--- config.mk ---
export PLATFORM = sky130hd
export DESIGN_NAME = transpose_switch_stage
export DESIGN_NICKNAME = d
export VERILOG_FILES = /design/src/rtl/transpose_pkg.sv /design/src/rtl/swap_mux.sv /design/src/rtl/transpose_switch_stage.sv
export SDC_FILE = /design/constraint.sdc
export NUM_CORES = 1
export LEC_CHECK = 0
export ABC_AREA = 0
export ABC_CLOCK_PERIOD_IN_PS = 5800
export BUFFER_PORTS_ARGS = -buffer_cell sky130_fd_sc_hd__buf_4
export CORE_UTILIZATION = 45
export DETAILED_ROUTE_END_ITERATION = 12
export PLACE_DENSITY = 0.67
export SLEW_MARGIN = 40
export SYNTH_ARGS = -nofsm -noshare
export SYNTH_HDL_FRONTEND = slang
export SYNTH_HIERARCHICAL = 1
export SYNTH_SLANG_ARGS = --single-unit
--- constraint.sdc ---
create_clock -name clk -period 5.8 [get_ports clk]
set_clock_uncertainty 0.05 [all_clocks]
set_input_delay 0.87 -clock clk [delete_from_list [all_inputs] [get_ports clk]]
set_output_delay 0.87 -clock clk [all_outputs]
set_load 0.02 [all_outputs]
--- src/rtl/transpose_pkg.sv ---
// rtl/transpose_pkg.sv - shared types and defaults for the transpose switch stage
package transpose_pkg;

  localparam int ELEM_W_DEF    = 8;
  localparam int NUM_ELEM_DEF  = 4;
  localparam int BLK_DEF       = 2;
  localparam int FRAME_LEN_DEF = 4;

  typedef logic [ELEM_W_DEF-1:0] elem_t;

  typedef enum logic {
    MODE_PASS = 1'b0,
    MODE_SWAP = 1'b1
  } mode_e;

  // True for lanes in the upper half of a swap block pair (lane bit BLK set).
  function automatic logic is_upper(input int idx, input int blk);
    return (idx & blk) != 0;
  endfunction

endpackage

--- src/rtl/swap_mux.sv ---
// rtl/swap_mux.sv - per-lane lo/hi selector for block swap or pass-through
module swap_mux
  import transpose_pkg::*;
#(
  parameter int ELEM_W = ELEM_W_DEF
) (
  input  mode_e             mode,
  input  logic              upper,
  input  logic [ELEM_W-1:0] a_self,
  input  logic [ELEM_W-1:0] a_partner,
  input  logic [ELEM_W-1:0] b_self,
  input  logic [ELEM_W-1:0] b_partner,
  output logic [ELEM_W-1:0] lo,
  output logic [ELEM_W-1:0] hi
);

  // Lower lanes pull the partner A element into hi; upper lanes pull the partner B element into lo.
  always_comb begin
    lo = a_self;
    hi = b_self;
    if (mode == MODE_SWAP) begin
      if (upper) lo = b_partner;
      else       hi = a_partner;
    end
  end

endmodule

--- src/rtl/transpose_switch_stage.sv ---
// rtl/transpose_switch_stage.sv - frame-moded block swap stage with 2-entry output buffer
module transpose_switch_stage
  import transpose_pkg::*;
#(
  parameter int ELEM_W    = ELEM_W_DEF,
  parameter int NUM_ELEM  = NUM_ELEM_DEF,
  parameter int BLK       = BLK_DEF,
  parameter int FRAME_LEN = FRAME_LEN_DEF
) (
  input  logic                             clk,
  input  logic                             rst,
  input  logic                             ctrl,
  input  logic                             in_valid,
  output logic                             in_ready,
  input  logic [NUM_ELEM-1:0][ELEM_W-1:0]  in_elements_down,
  input  logic [NUM_ELEM-1:0][ELEM_W-1:0]  in_elements_across,
  output logic                             out_valid,
  input  logic                             out_ready,
  output logic [NUM_ELEM-1:0][ELEM_W-1:0]  out_lo,
  output logic [NUM_ELEM-1:0][ELEM_W-1:0]  out_hi,
  output logic                             out_last
);

  localparam int CNT_W = (FRAME_LEN > 1) ? $clog2(FRAME_LEN) : 1;

  logic [CNT_W-1:0]                 beat_cnt;
  mode_e                            mode_q;
  mode_e                            cur_mode;
  logic                             beat_last;
  logic                             push;
  logic                             pop;
  logic [1:0]                       occ;
  logic [1:0]                       occ_next;
  logic [NUM_ELEM-1:0][ELEM_W-1:0]  mux_lo;
  logic [NUM_ELEM-1:0][ELEM_W-1:0]  mux_hi;
  logic [NUM_ELEM-1:0][ELEM_W-1:0]  skid_lo;
  logic [NUM_ELEM-1:0][ELEM_W-1:0]  skid_hi;
  logic                             skid_last;

  assign push      = in_valid & in_ready;
  assign pop       = out_valid & out_ready;
  assign cur_mode  = (beat_cnt == '0) ? mode_e'(ctrl) : mode_q;
  assign beat_last = (beat_cnt == CNT_W'(FRAME_LEN - 1));

  for (genvar i = 0; i < NUM_ELEM; i++) begin : g_lane
    swap_mux #(
      .ELEM_W(ELEM_W)
    ) u_swap_mux (
      .mode      (cur_mode),
      .upper     (is_upper(i, BLK)),
      .a_self    (in_elements_down[i]),
      .a_partner (in_elements_down[i ^ BLK]),
      .b_self    (in_elements_across[i]),
      .b_partner (in_elements_across[i ^ BLK]),
      .lo        (mux_lo[i]),
      .hi        (mux_hi[i])
    );
  end

  // Frame position and the mode captured on the first beat of each frame.
  always_ff @(posedge clk or posedge rst) begin
    if (rst) begin
      beat_cnt <= '0;
      mode_q   <= MODE_PASS;
    end else if (push) begin
      if (beat_cnt == '0) mode_q <= cur_mode;
      beat_cnt <= beat_last ? '0 : beat_cnt + 1'b1;
    end
  end

  // Occupancy after this cycle's push/pop; feeds the registered handshake flags.
  always_comb begin
    occ_next = occ;
    if (push && !pop)      occ_next = occ + 2'd1;
    else if (pop && !push) occ_next = occ - 2'd1;
  end

  // Head register drives the outputs directly; the skid entry absorbs one beat of backpressure.
  always_ff @(posedge clk or posedge rst) begin
    if (rst) begin
      occ       <= 2'd0;
      in_ready  <= 1'b0;
      out_valid <= 1'b0;
      out_lo    <= '0;
      out_hi    <= '0;
      out_last  <= 1'b0;
      skid_lo   <= '0;
      skid_hi   <= '0;
      skid_last <= 1'b0;
    end else begin
      occ       <= occ_next;
      in_ready  <= (occ_next < 2'd2);
      out_valid <= (occ_next != 2'd0);
      unique case (occ)
        2'd0: begin
          if (push) begin
            out_lo   <= mux_lo;
            out_hi   <= mux_hi;
            out_last <= beat_last;
          end
        end
        2'd1: begin
          if (push && pop) begin
            out_lo   <= mux_lo;
            out_hi   <= mux_hi;
            out_last <= beat_last;
          end else if (push) begin
            skid_lo   <= mux_lo;
            skid_hi   <= mux_hi;
            skid_last <= beat_last;
          end
        end
        2'd2: begin
          if (pop) begin
            out_lo   <= skid_lo;
            out_hi   <= skid_hi;
            out_last <= skid_last;
          end
        end
        default: begin
          out_lo <= out_lo;
        end
      endcase
    end
  end

endmodule

## Word-level counts from Yosys, hierarchy flattened

Cells that the tools add are included.

- Register bits: 137
- Latch bits: 0
- RAM bits: 0
- Memory bits (read-only): 0
- Input bits: 69
- Output and inout bits: 67
- Word-level logic and storage cells: 68
- Memories: 0

- Add/sub/neg operators: 3
- $mul: 0
- Divide/modulo/power cells: 0
- Order comparisons: 1
- Eq/ne operators: 6
- Shift-type cells: 0
- Multiplexer cells: 20
- Bitwise logic cells: 3
- Reduce and logical (&&, ||, !) cells: 12

Operator list:

| cell | count |
|---|---|
| 2-to-1 mux 32 bit | 6 |
| case mux 32 bit (3 select lines) | 2 |
| 2-to-1 mux 8 bit | 4 |
| 2-to-1 mux 2 bit | 3 |
| inequality test 2 bit, second input constant | 3 |
| adder 2 x 1 -> 2 bit, second input constant | 2 |
| == test 2 bit, second input constant | 2 |
| zero test 2 bit | 2 |
| 2-to-1 mux 1 bit | 4 |
| AND reduction 4 bit | 1 |
| logical AND 1 bit | 3 |
| case mux 1 bit (3 select lines) | 1 |
| AND reduction 3 bit | 1 |
| nonzero test 3 bit | 1 |
| AND 1 bit | 2 |
| == test 2 x 1 -> 1 bit, second input constant | 1 |
| zero test 1 bit | 2 |
| less-than comparator 2 bit, second input constant | 1 |
| AND reduction 2 bit | 1 |
| nonzero test 2 bit | 1 |
| subtractor 2 x 1 -> 2 bit, second input constant | 1 |
| inverter 1 bit | 1 |

## Longest topological paths before layout

- Depth after elaboration: 6
- Mapped depth: 8
- Gate-level depth less buffers: 7

## By module

Netlist, hierarchy kept.

Modules (own cells, without submodules):

| module | times used | cells each | area an instance (um^2) | seq. area each (um^2) |
|---|---|---|---|---|
| transpose_switch_stage | 1 | 393 | 6244.7 | 3428.3 |
| swap_mux | 4 | 19 | 241.5 | 0.0 |

## Worst setup path after synthesis

OpenSTA, ideal clock, no wires.

- Kind: input port to flip-flop
- Start point: input port ctrl
- End point: register out_hi[2] (netlist bit)
- Library setup time: 125 ps
- Arrival: 2296 ps
- Required time: 5625 ps
- Path slack: 3329 ps
- Stages: 6
- Path buffers: 1
- Path through: mux2_2 nand2b_4 buf_6 mux2_4 mux2_2 mux2_2

RTL lines:

| element | line | text |
|---|---|---|
| start: declaration | transpose_switch_stage.sv:12 | `input logic ctrl,` |
| end signal: assignment | transpose_switch_stage.sv:98 | `out_hi <= mux_hi;` |
| end signal: assignment | transpose_switch_stage.sv:105 | `out_hi <= mux_hi;` |
| end signal: assignment | transpose_switch_stage.sv:116 | `out_hi <= skid_hi;` |
| end: declaration | transpose_switch_stage.sv:20 | `output logic [NUM_ELEM-1:0][ELEM_W-1:0] out_hi,` |

## Final worst setup path

- Start point: register occ[0]
- End point: register out_lo[3] (netlist bit)

- Word-level cells in the longest chain between the ends: 3
- Elaborated cells on any way between the ends: 9
- Classes of those cells: eq/ne (5); mux (1); reduce/logical (3)

Ends and longest elaborated chain:

| element | line | text |
|---|---|---|
| start: declaration | transpose_switch_stage.sv:32 | `logic [1:0] occ;` |
| start signal: assignment | transpose_switch_stage.sv:91 | `occ <= occ_next;` |
| == test 2 x 1 -> 1 bit (tied with other cells) | transpose_switch_stage.sv:94 | `unique case (occ)` |
| inequality test 2 bit (no line) or nonzero test 3 bit (tied branches) | - |  |
| AND reduction 4 bit (no line) | - |  |
| end signal: assignment | transpose_switch_stage.sv:97 | `out_lo <= mux_lo;` |
| end signal: assignment | transpose_switch_stage.sv:104 | `out_lo <= mux_lo;` |
| end signal: assignment | transpose_switch_stage.sv:115 | `out_lo <= skid_lo;` |
| end: declaration | transpose_switch_stage.sv:19 | `output logic [NUM_ELEM-1:0][ELEM_W-1:0] out_lo,` |

Parallel ways exist; a longest one is shown, timed or not.
A chain may end at the register's enable or synchronous reset.

==> impl_metrics.csv <==
group,metric,value,unit
synth,syn_avg_cell_area,15.4,µm²
routing,via_per_inst,5.10,
routing,wl_met3,512,µm
routing,wl_met2,7290,µm
synth,synth_seq_cells,137,
cts,worstSkewPairLatency,0.41,ns
routing,drt_iter0_markers,97,
place,post-dp-hpwl,10000,µm
cts,htree_levels,4,
floorplanning,num_rows,45,
routing,routed_wire_length_per_instance,17.4,µm
synth,synthTopCellsByCount,"mux2_2, dfrtp_1, mux2_4",
global_routing,grt_pass1_vias,4674,
synth,synthDistinctLibCells,28,
floorplanning,die-area,0.0165,mm²
cts,cts_buffer_depth,2,
place,port_buffers,135,
finish,area_growth,25.3,%
outcome,run_status,"complete, no violations",
synth,synth_top_area_share,47.5,%
routing,top_layer,"met4",
finish,multi_input_area,0.00362,mm²
setup_path,reg2reg_to,"out_lo[3]",
synth,synthArstFlopShare,100,%
floorplanning,pin_count,136,
synth,yosys_most_used_dff,"dfrtp_1",
sta,drv_slew,0,
floorplanning,initial_core_util,46.7,%
power,power.share.sequential,30.1,%
synth,synth_edf_count,0,
global_routing,overflow,0,
cts,post_cts_buffers,0,
cts,cts_resized,0,
sta,setup_viol,0,
synth,syn-instance-count,469,
cts,cts_hold_buf,0,
power,p_int,3.86,mW
finish,drive_above_1_share,71.3,%
routing,vias,4244,
global_routing,grt_usage,18.8,%
cts,cts_tree,"built",
setup_path,crit_type,"flop to flop",
synth,netlist_top_cells_area,"dfrtp_1, mux2_2, mux2_4",
finish,design_area,0.00903,mm²
global_routing,grt_max_degree,101,
setup_path,r2r_slack,2.67,ns
sta,slew_headroom,45.4,%
sta,worst_pin_slew,0.819,ns
sta,layout_min_cycle_time,3.13,ns
min_path,whs_path_depth,1,
setup_path,critPathArrivalTime,3.37,ns
power,netSwitchingFraction,33.0,%
power,p_comb_share,50.9,%
synth,yosys.area.top_type,"dfrtp_1",
place,dp_cells,800,
setup_path,cp-end-kind,"flop",
sta,min_period_over_period,54.0,%
floorplanning,core,0.0154,mm²
power,ir_drop,0.333,mV
setup_path,path_max_fanout,40,
finish,fill_cells,1260,
global_routing,antenna_found_initial,0,
floorplanning,die_h,129,µm
sta,finalHoldViolations,0,
synth,yosysSeqAreaShare,47.5,%
routing,wl_met1,6400,µm
sta,rsz0062_at_grt,"false",
finish,regArea,0.00343,mm²
setup_path,max_stage_delay,0.71,ns
setup_path,r2r-start,"occ[0]",
sta,fin_setup_tns,0,ns
setup_path,worst_r2r_path_depth,7,
setup_path,crit_end,"out_lo[3]",
synth,syn_area,0.00721,mm²
synth,synth_most_common_cell,"mux2_2",
routing,drc_errors,0,
power,p_switching,1.90,mW
min_path,worstHoldPathType,"flop to flop",
finish,nets,682,
routing,drt_first_pass_iters,5,
place,place_congestion,0.810,
setup_path,critPathRequiredTime,6.04,ns
power,p_leak,4.26,nW
finish,instances_no_fill,832,
place,postPlaceCellArea,0.00844,mm²
finish,diodes,0,
power,clkPwrFrac,19.0,%
setup_path,start_kind,"flop",
cts,clk_pin_slew_worst_paths,0.06,ns
routing,drt_wl_total,14500,µm
global_routing,grt_pass1_wl,23500,µm
routing,antenna_left,0,
cts,cts-root-buf,"clkbuf_16",
synth,ys_warn_count,6,
cts,cts_buffers,17,
power,power_density,638,mW/mm²
job,maxCapViolations,0,
floorplanning,die_w,129,µm
setup_path,path_cells,"inv_1, ha_4, buf_16, or3_1, o221a_4, buf_4, mux2_4",
cts,numClockSinks,137,
sta,fmax,319,MHz
setup_path,slowest_stage,"o221a_4",
setup_path,cp-startpoint,"occ[0]",
==> metrics by stage <==
stage               hold WS, ns  power, mW  utilization (%)  setup slack [ns]
global route              0.465       6.10             58.6              2.49
floorplan                 0.424       3.95                -              1.21
CTS                       0.451       5.82             58.6              2.61
finish                    0.450       5.76             58.6              2.67
global placement          0.431       4.58             54.2              2.31
detailed placement        0.437       4.70             54.7              2.55
==> worst min-delay path by stage <==
| stage | startpoint | end | slack (ns) |
|---|---|---|---|
| 6_report | skid_hi[1] | skid_hi[1] | 0.45 |
| 5_1_grt | skid_hi[31] | skid_hi[31] | 0.47 |
| 4_1_cts | skid_hi[27] | skid_hi[27] | 0.45 |
| 3_5_place_dp | skid_lo[7] | skid_lo[7] | 0.44 |
| 3_3_place_gp | skid_hi[29] | skid_hi[29] | 0.43 |
| 2_1_floorplan | skid_hi[0] | skid_hi[0] | 0.42 |
==> kinds of logic after synthesis <==
kind of cell / synth area share (%)
multiplexers: 45.3
flip-flops: 47.5
buffers and inverters: 3.00
AND/OR/NAND/NOR: 2.00
adder cells (fa/ha/maj): 1.15
AO/OA/AOI/OAI: 0.642
other: 0.104
XOR/XNOR: 0.243
==> cell type report <==
| class | count | share of cell area (%) |
|---|---|---|
| clock buffer | 23 | 5.29 |
| clock inverter | 9 | 1.33 |
| inverter | 5 | 0.291 |
| multi-input combinational | 307 | 40.1 |
| sequential | 137 | 37.9 |
| tap | 211 | 2.92 |
| timing repair buffer | 140 | 12.1 |
==> cell usage in the layout, fill, tap and decap left out <==
cell type,synthesis,layout
clkbuf_16,0,17
nand3_4,0,1
nand2_2,4,4
mux2i_1,1,1
clkbuf_1,1,3
clkinv_2,0,6
mux2_2,180,180
maj3_1,2,2
buf_16,0,1
and3_1,1,1
ha_4,0,1
buf_12,0,2
o221a_4,0,1
nor2_1,2,2
nand2_1,4,4
inv_8,0,1
xnor2_1,2,2
mux2_4,82,82
or3_1,2,2
dfrtp_1,137,137
ha_1,5,4
o311ai_0,1,1
bufinv_16,0,3
a211o_1,1,1
clkbuf_8,0,3
nand2b_4,4,4
conb_1,2,8
nor3_1,1,1
inv_1,5,4
o31ai_1,1,1
buf_4,5,137
and2_1,2,2
o21ai_0,2,2
==> metal layers <==
layer | global-route usage (%) | up-vias
li1 | - | 1967
met1 | 23.4 | 2165
met2 | 31.4 | 90
met3 | 4.70 | 22
met4 | 6.99 | 0
met5 | 0 | -
==> power groups by stage <==
stage               clock (mW)  sequential, mW  combinational (mW)
floorplan                    0            1.96                1.99
global placement             0            1.72                2.86
detailed placement           0            1.75                2.95
CTS                       1.12            1.74                2.96
global route              1.16            1.80                3.14
finish                    1.09            1.74                2.93
==> critical path: cells and delay by family, from the launching register on <==
family | cells | cell delay (ns)
and+or+nand+nor | 1 | 0.14
muxes | 1 | 0.34
AOI/OAI and AO/OA | 1 | 0.71
buffers and inverters | 3 | 0.95
DFF | 1 | 0.44
adders and majority gates | 1 | 0.35
==> flip-flops by register name, indices dropped and copies added, names as in the netlist <==
| register | count |
|---|---|
| occ | 2 |
| skid_hi | 32 |
| beat_cnt | 2 |
| skid_last | 1 |
| out_valid | 1 |
| out_last | 1 |
| out_lo | 32 |
| mode_q | 1 |
| skid_lo | 32 |
| out_hi | 32 |
| in_ready | 1 |
Note: power is estimated with default switching activity, not from simulation.
